$ cat src/rtl/jtag_instruction_register.sv
// JTAG instruction register: capture/shift stage, legality-checked update stage,
// and registered one-hot decode of the current instruction.
module jtag_instruction_register #(
    parameter int unsigned          IR_WIDTH    = 4,
    parameter logic [IR_WIDTH-1:0]  RESET_INSTR = {IR_WIDTH{1'b1}},
    parameter int unsigned          EXTEST_OP   = 0,
    parameter int unsigned          SAMPLE_OP   = 1,
    parameter int unsigned          IDCODE_OP   = 2,
    parameter int unsigned          USER_OP     = 3
) (
    input  logic                                        TCK,
    input  logic                                        Reset,
    input  logic                                        CaptureIR,
    input  logic                                        ShiftIR,
    input  logic                                        UpdateIR,
    input  logic                                        TDI,
    input  logic [((IR_WIDTH > 2) ? IR_WIDTH - 2 : 1)-1:0] Status,
    output logic                                        TDO,
    output logic                                        TdoEn,
    output logic [IR_WIDTH-1:0]                         Q,
    output logic                                        SelExtest,
    output logic                                        SelSample,
    output logic                                        SelIdcode,
    output logic                                        SelUser,
    output logic                                        SelBypass,
    output logic                                        IllegalInstr
);

    typedef logic [IR_WIDTH-1:0] op_t;

    localparam op_t OP_EXTEST = IR_WIDTH'(EXTEST_OP);
    localparam op_t OP_SAMPLE = IR_WIDTH'(SAMPLE_OP);
    localparam op_t OP_IDCODE = IR_WIDTH'(IDCODE_OP);
    localparam op_t OP_USER   = IR_WIDTH'(USER_OP);
    localparam op_t OP_BYPASS = {IR_WIDTH{1'b1}};
    localparam op_t SR_RESET  = IR_WIDTH'(1);

    function automatic logic is_legal(input op_t op);
        return (op == OP_EXTEST) || (op == OP_SAMPLE) || (op == OP_IDCODE) ||
               (op == OP_USER)   || (op == OP_BYPASS);
    endfunction

    function automatic op_t sanitize(input op_t op);
        return is_legal(op) ? op : OP_BYPASS;
    endfunction

    // Bit order {bypass, user, idcode, sample, extest}; the if-chain resolves
    // colliding opcode parameters in favour of the earlier instruction.
    function automatic logic [4:0] decode(input op_t op);
        logic [4:0] sel;
        sel = 5'b00000;
        if (op == OP_EXTEST)      sel[0] = 1'b1;
        else if (op == OP_SAMPLE) sel[1] = 1'b1;
        else if (op == OP_IDCODE) sel[2] = 1'b1;
        else if (op == OP_USER)   sel[3] = 1'b1;
        else                      sel[4] = 1'b1;
        return sel;
    endfunction

    op_t        sr_q, sr_d;
    op_t        q_q, q_d;
    logic [4:0] sel_q, sel_d;
    logic       ill_q, ill_d;
    logic       tdoen_q;
    op_t        capture_pat;

    if (IR_WIDTH > 2) begin : g_status
        assign capture_pat = {Status, 2'b01};
    end else begin : g_no_status
        logic unused_status;
        assign unused_status = ^Status;
        assign capture_pat   = 2'b01;
    end

    always_comb begin
        sr_d = sr_q;
        if (CaptureIR) begin
            sr_d = capture_pat;
        end else if (ShiftIR) begin
            sr_d = {TDI, sr_q[IR_WIDTH-1:1]};
        end
    end

    // The update always samples the pre-edge shift stage, even if it moves this cycle.
    always_comb begin
        q_d   = q_q;
        sel_d = sel_q;
        ill_d = ill_q;
        if (UpdateIR) begin
            q_d   = sanitize(sr_q);
            sel_d = decode(sanitize(sr_q));
            ill_d = !is_legal(sr_q);
        end
    end

    always_ff @(posedge TCK) begin
        if (Reset) begin
            sr_q    <= SR_RESET;
            q_q     <= sanitize(RESET_INSTR);
            sel_q   <= decode(sanitize(RESET_INSTR));
            ill_q   <= 1'b0;
            tdoen_q <= 1'b0;
        end else begin
            sr_q    <= sr_d;
            q_q     <= q_d;
            sel_q   <= sel_d;
            ill_q   <= ill_d;
            tdoen_q <= ShiftIR;
        end
    end

    assign TDO          = sr_q[0];
    assign TdoEn        = tdoen_q;
    assign Q            = q_q;
    assign SelExtest    = sel_q[0];
    assign SelSample    = sel_q[1];
    assign SelIdcode    = sel_q[2];
    assign SelUser      = sel_q[3];
    assign SelBypass    = sel_q[4];
    assign IllegalInstr = ill_q;

endmodule
$ cat config.mk
export PLATFORM = sky130hd
export DESIGN_NAME = jtag_instruction_register
export DESIGN_NICKNAME = d
export VERILOG_FILES = /design/src/rtl/jtag_instruction_register.sv
export SDC_FILE = /design/constraint.sdc
export NUM_CORES = 1
export LEC_CHECK = 0
export CAP_MARGIN = 40
export CORE_MARGIN = 4
export CORE_UTILIZATION = 35
export CTS_CLUSTER_SIZE = 30
export DETAILED_ROUTE_END_ITERATION = 10
export HOLD_SLACK_MARGIN = 0.02
export PLACE_DENSITY = 0.71
export SLEW_MARGIN = 25
export SYNTH_ARGS = -nofsm -noshare
export SYNTH_HDL_FRONTEND = slang
export SYNTH_SLANG_ARGS = --single-unit
$ cat constraint.sdc
create_clock -name TCK -period 3.4 [get_ports TCK]
set_input_delay 0.68 -clock TCK [delete_from_list [all_inputs] [get_ports TCK]]
set_output_delay 0.68 -clock TCK [all_outputs]
set_load 0.01 [all_outputs]
==> key figures, run 1 <==
Power and ir drop
  – Switching share of power: 23.71%
  – Internal power contribution: 261.9 µW
  – Reg power frac: a little under three fifths
  – Clock power frac: between 20% and 30%
  – Power per cell area: approximately 400 nW/µm²
  – Peak supply drop: 0.1920 mV
  – Comb power frac: 15.4%
  – Switching pwr: 81.37 µW
  – Leak: 0.0003272 µW

Global routing
  – Gr usage total: 10.82%
  – GRT overflow: 0
  – Pin count of the biggest net entering global routing: 19
  – Vias in the first global route: 466
  – Initial antenna violation count: 0
  – Global-route wire length before repair: 2049 µm

Floorplanning
  – Die extent in y: between 50 and 60 µm
  – DIE WIDTH: 50.74 µm
  – # rows: 15
  – Die Area: ~2600 µm²
  – Core box area: 1727 µm²
  – Starting density of the core: between 30 and 40%
  – I/O pins: 20

Place
  – IO Port Bufs: 19
  – Placement Cell Area: 830.8 µm²
  – Place WS: 1.222 ns
  – RePlAce Congestion: 0.7235
  – DP HPWL: roughly 860 µm

Synthesis
  – Syn Inst Count: 64
  – Area share of the largest cell type after synthesis: 46.97%
  – Sequential-to-total area share from yosys stat: 46.97%
  – Ys async rst share: 0%
  – Synth Area per Inst: 9.990 µm²
  – Most common flop cell mapped by yosys: dfxtp_1
  – Top cells by area, synth: dfxtp_1 47%, mux2i_1 6.3%, o21bai_1 5.9%
  – EDFF count, synth: 0
  – Synth Register Bits: 15
  – Syn nets: 72
  – Ys Warns: 0
  – Post-synthesis cell area: about 640 µm²
  – Yosys top cell by area: dfxtp_1
  – Netlist cell types: 21

Timing
  – Setup Skew: around 0.0014 ns
  – F_max: 501.2 MHz
  – RSZ-0062 raised after global routing: no
  – Tcrit/Tclk final: 58.68%
  – Hold Vio Cnt, Final: 0
  – # setup viols final: 0
  – Fin crit period: 1.995 ns
  – TNS Setup: 0 ns
  – Slew @ Worst Pin: a little under 0.6 ns
  – PnR worst setup slack: approximately 1.4 ns
  – Slew Limit Fails: 0
  – Hold slack: 0.4772 ns
  – Slew margin rel.: just over 60%

Cells and area
  – Diode count: 0
  – Nets: 91
  – Most frequent cells in the layout: 19 x clkdlybuf4s50_1, 15 x dfxtp_1, 7 x nor2_1
  – Commonest non-fill, non-tap cell in the layout: clkdlybuf4s50_1
  – Fillers: 182
  – Synthesis-to-layout area growth: 34.05%
  – Fin area: approximately 860 µm²
  – Layout cells sized above 1: 12.20%

Setup path
  – Worst path arrival time: between 1 and 1.5 ns
  – CP Capture Type: output pin
  – Worst path max stage delay: 0.59 ns
  – CP required: 2.72 ns
  – Stages on the worst setup path: 1
  – Crit path max fanout: 8
  – Flop2flop setup slack: 2.27 ns
  – CP Launch Type: flop
  – R2R depth: 2
  – Worst Setup Path Type: reg -> out
  – Slowest CP cell: clkdlybuf4s50_1
  – Crit-path cells: clkdlybuf4s50_1
  – Delay-heaviest family, CP: buffers and inverters
  – Buf+Inv Stages, Crit Path: 1

Worst hold path
  – Number of cells on the worst hold path: 2
  – Worst Hold Class: reg -> reg

Clock network
  – PostCTS Resize Cnt: 0
  – Post-CTS Repair Setup Buffers: 0
  – Root buffer cell: clkbuf_4
  – CTS Buf Count: 3
  – # hold bufs at CTS: 0
  – Clock sinks: 15
  – Deepest clock path buffer count: 2
  – Clock latency on the worst-skew pair: roughly 0.27 ns
  – TritonCTS clock tree: built
  – H-tree Lvls: 1
  – Clk slew on worst S/H paths: 0.08 ns

Drt
  – Vias per cell: 4.748
  – First drt pass iteration count: 4
  – Final wirelength: between 1000 and 1500 µm
  – Post-route DRC: 0
  – Vias: 508
  – Post-route ant nets: 0
  – Initial DRC count: 3
  – Post-DR wirelength/cell: around 11 µm

Outcome
  – Outcome: finished, final reports clean

Run
  – Max-Cap Viols: 0
-- cells in the mapped netlist, drive strengths merged, types with 2 or more instances --
library cell   n
or3b           4
nor2b          3
mux2i          4
nor2           7
nor4b          2
inv            2
o32ai          2
o41ai          2
o21bai         5
nand2          3
buf            4
nand2b         3
dfxtp         15
a211oi         2
-- power by group through the flow --
stage                     clock (µW)  sequential, µW  combinational [µW]
final                           96.5             194                53.0
after detailed placement           0             198                53.3
after global placement             0             198                52.5
after global routing             110             196                57.3
after floorplan                    0             197                28.5
after CTS                        101             194                53.7
-- layout make-up --
class | count | area [µm²] | share of cell area, %
clock buffer | 4 | 26.28 | 3.066
inverter | 2 | 7.507 | 0.8759
multi-input combinational | 42 | 301.5 | 35.18
sequential | 15 | 300.3 | 35.04
tap | 25 | 31.28 | 3.650
timing repair buffer | 19 | 190.2 | 22.19
-- worst reg2reg max path: stages (launching register included) --
cell and delay (ns):
dfxtp_1 0.41, or3_4 0.43, o31ai_2 0.21
-- state kept, by name (all words and copies together), names as in the netlist --
register and flops:
sel_q 5, Q 4, sr_q 4, IllegalInstr 1
TdoEn 1
-- path summary, 6_finish.rpt --
kind | start | end
min | sel_q[0] | sel_q[0]
max reg2reg | sr_q[3] | sel_q[1]
min reg2reg | sel_q[0] | sel_q[0]
max | sr_q[0] | TDO
-- stage by stage --
step / instances / total power [µW] / util [%]
final: 107 / 343.2 / 49.64
after global routing: 107 / 363.0 / 49.64
after CTS: 107 / 349.1 / 49.64
after detailed placement: 103 / 251.2 / 48.12
after global placement: 103 / 250.4 / 48.12
after floorplan: 64 / 225.5 / -
-- metal layers --
metal	GRT usage, %	share of wire [%]	up-vias
li1	-	-	266
met1	11.17	44	229
met2	18.48	51	11
met3	3.858	4.5	2
met4	6.726	1.2	0
met5	0	0	-
-- cell families (layout without fill, tap and decap cells) --
group	Yosys count	in the layout	synth area share, %
DFF	15	15	46.97
buffers and inverters	7	25	5.870
AOI/OAI and AO/OA	12	12	15.66
muxes	4	4	6.262
and+or+nand+nor	26	26	25.25
No activity file was read; power rests on OpenSTA's default activity.
==> run 2: changes to the inputs <==
Settings changed: PLACE_DENSITY 0.71 to 0.73.
Clock period 3.4 ns to 1.72 ns, I/O delays scaled along.
==> key figures, run 2 (synthesized netlist as in run 1, its figures left out) <==
Outcome
  – Outcome: finished, final reports clean

Clock network
  – # hold bufs at CTS: 0 (unchanged)
  – Deepest clock path buffer count: 2 (unchanged)
  – Clk slew on worst S/H paths: 0.08 ns (about the same)
  – TritonCTS clock tree: built
  – H-tree Lvls: 1 (unchanged)
  – Root buffer cell: clkbuf_4
  – Clock sinks: 15 (unchanged)
  – Clock latency on the worst-skew pair: 0.27 ns (about the same)
  – CTS Buf Count: 3 (unchanged)

Cells and area
  – Fin area: 873.3 µm² (+1.9%)
  – Commonest non-fill, non-tap cell in the layout: clkdlybuf4s50_1
  – Fillers: 175 (-3.8%)
  – Most frequent cells in the layout: 19 x clkdlybuf4s50_1, 14 x dfxtp_1, 7 x nor2_1
  – Finished Core Util: 50.58% (+0.94 points)
  – Non-Filler Instances: 109 (+1.9%)
  – Max reg flops: 5 (unchanged)
  – Diode count: 0 (unchanged)
  – Biggest register: sel_q
  – Layout cells sized above 1: 15.48% (+3.3 points)
  – Nets: 93 (+2.2%)
  – Synthesis-to-layout area growth: 36.60%

Global routing
  – Global-route wire length before repair: 2242 µm (+9.4%)
  – Vias in the first global route: 497 (+6.7%)
  – Initial antenna violation count: 0 (unchanged)
  – Pin count of the biggest net entering global routing: 14 (-5)
  – GRT overflow: 0 (unchanged)
  – Gr usage total: 11.68% (+0.86 points)

Floorplanning
  – Starting density of the core: 37.03% (unchanged)
  – DIE WIDTH: 50.74 µm (unchanged)
  – Die Area: 2575 µm² (unchanged)
  – Core box area: 1727 µm² (unchanged)
  – Die extent in y: 50.74 µm (unchanged)
  – # rows: 15 (unchanged)
  – I/O pins: 20 (unchanged)

Place
  – DP HPWL: 942.7 µm (+9.1%)
  – IO Port Bufs: 19 (unchanged)
  – Inst Count DP: 105 (+1.9%)
  – RePlAce Congestion: 0.7337 (+1.4%)
  – Placement Cell Area: 845.8 µm² (+1.8%)

Power and ir drop
  – Peak supply drop: 0.4198 mV (+120%)
  – Power per cell area: 784.9 nW/µm² (+96%)
  – Leak: 0.0003364 µW (+2.8%)
  – Comb power frac: 15.8% (+0.4 points)
  – Reg power frac: 56.0% (-0.5 points)
  – Internal power contribution: 520.9 µW (+99%)
  – Clock power frac: 28.2% (about the same)
  – Switching share of power: 24.00% (+0.29 points)
  – Switching pwr: 164.5 µW (+100%)

Run
  – Max-Cap Viols: 0 (unchanged)

Drt
  – Initial DRC count: 6 (+3)
  – First drt pass iteration count: 2 (-2)
  – Post-route DRC: 0 (unchanged)
  – Vias: 532 (+4.7%)
  – Post-route ant nets: 0 (unchanged)
  – Final wirelength: 1267 µm (+3.2%)
  – Vias per cell: 4.881 (+2.8%)
  – Post-DR wirelength/cell: 11.62 µm (+1.3%)

Setup path
  – Worst path max stage delay: 0.56 ns (-0.03 ns)
  – Crit path max fanout: 8 (unchanged)
  – Worst path arrival time: 1.23 ns (-0.09 ns)
  – Buf+Inv Stages, Crit Path: 1 (unchanged)
  – CP Capture Type: output pin
  – Delay-heaviest family, CP: buffers and inverters
  – CP required: 1.38 ns (-1.34 ns)
  – Crit-path cells: clkdlybuf4s50_1
  – R2R depth: 2 (unchanged)
  – Stages on the worst setup path: 1 (unchanged)
  – CP Launch Type: flop
  – Slowest CP cell: clkdlybuf4s50_1
  – Worst Setup Path Type: reg -> out

Timing
  – Slew Limit Fails: 0 (unchanged)
  – F_max: about 640 MHz
  – Slew margin rel.: 77.73% (+17 points)
  – Slew @ Worst Pin: 0.3333 ns (-0.2469 ns)
  – Fin crit period: 1.571 ns
  – TNS Setup: 0 ns (unchanged)
  – # setup viols final: 0 (unchanged)
  – RSZ-0062 raised after global routing: no
  – Hold Vio Cnt, Final: 0 (unchanged)
  – Tcrit/Tclk final: 91.35%
  – Setup Skew: 0.002442 ns (+0.001078 ns)

Worst hold path
  – Number of cells on the worst hold path: 2 (unchanged)
  – Worst Hold Class: reg -> reg
==> run 2: changes by cell type in the layout (fill, tap and decap cells not counted), sizes merged <==
| cell | previous run | this run |
|---|---|---|
| buf | 0 | 2 |
==> run 2: cell type report <==
cell class              count  area [µm²]  area share (%)
inverters                   2       7.507          0.8596
well taps                  25       31.28           3.582
repair buffers             21       205.2           23.50
flip-flops and latches     15       301.5           34.53
clock buffers               4       26.28           3.009
multi-input cells          42       301.5           34.53
==> run 2: power by group through the flow <==
stage / clock [µW] / sequential (µW) / combinational [µW]
after CTS: 203 / 383 / 110
after detailed placement: 0 / 391 / 109
after global routing: 219 / 387 / 120
final: 194 / 384 / 108
after global placement: 0 / 391 / 107
after floorplan: 0 / 389 / 56.4
==> run 2: worst min-delay path: cells and delay by family, from the launching register on <==
family,cells,cell delay [ns]
flip-flops,1,0.31
buffers and inverters,1,0.05
AO/OA/AOI/OAI,1,0.08
==> run 2: path summary, 6_finish.rpt <==
| check | start | slack, ns | endpoint |
|---|---|---|---|
| setup / recovery | sr_q[0] | 0.15 | TDO |
| hold / removal | sel_q[0] | 0.49 | sel_q[0] |
| setup reg to reg | sr_q[3] | 0.60 | sel_q[1] |
| hold reg to reg | sel_q[0] | 0.49 | sel_q[0] |
==> run 2: repair_timing <==
item,4_1_cts,5_1_grt
buffers inserted,0,0
gates resized for setup,0,1
endpoints found under the setup margin,0,1
==> run 2: per-layer routing <==
metal	up-vias	track usage [%]	part of all wire, %
met4	0	8.072	1.1
met3	2	2.671	5.1
met5	-	0	0
met1	252	14.03	43
li1	267	-	-
met2	11	18.26	51
==> run 2: through the flow <==
stage          power, µW  setup slack, ns  hold slack [ns]
3_5_place_dp       500.9          0.03037           0.4748
6_report           685.5           0.1487           0.4859
5_1_grt            726.6          0.08803           0.5136
3_3_place_gp       497.9          0.07543           0.4631
4_1_cts            696.2          0.05291           0.4880
2_1_floorplan      445.8           0.6559           0.4156
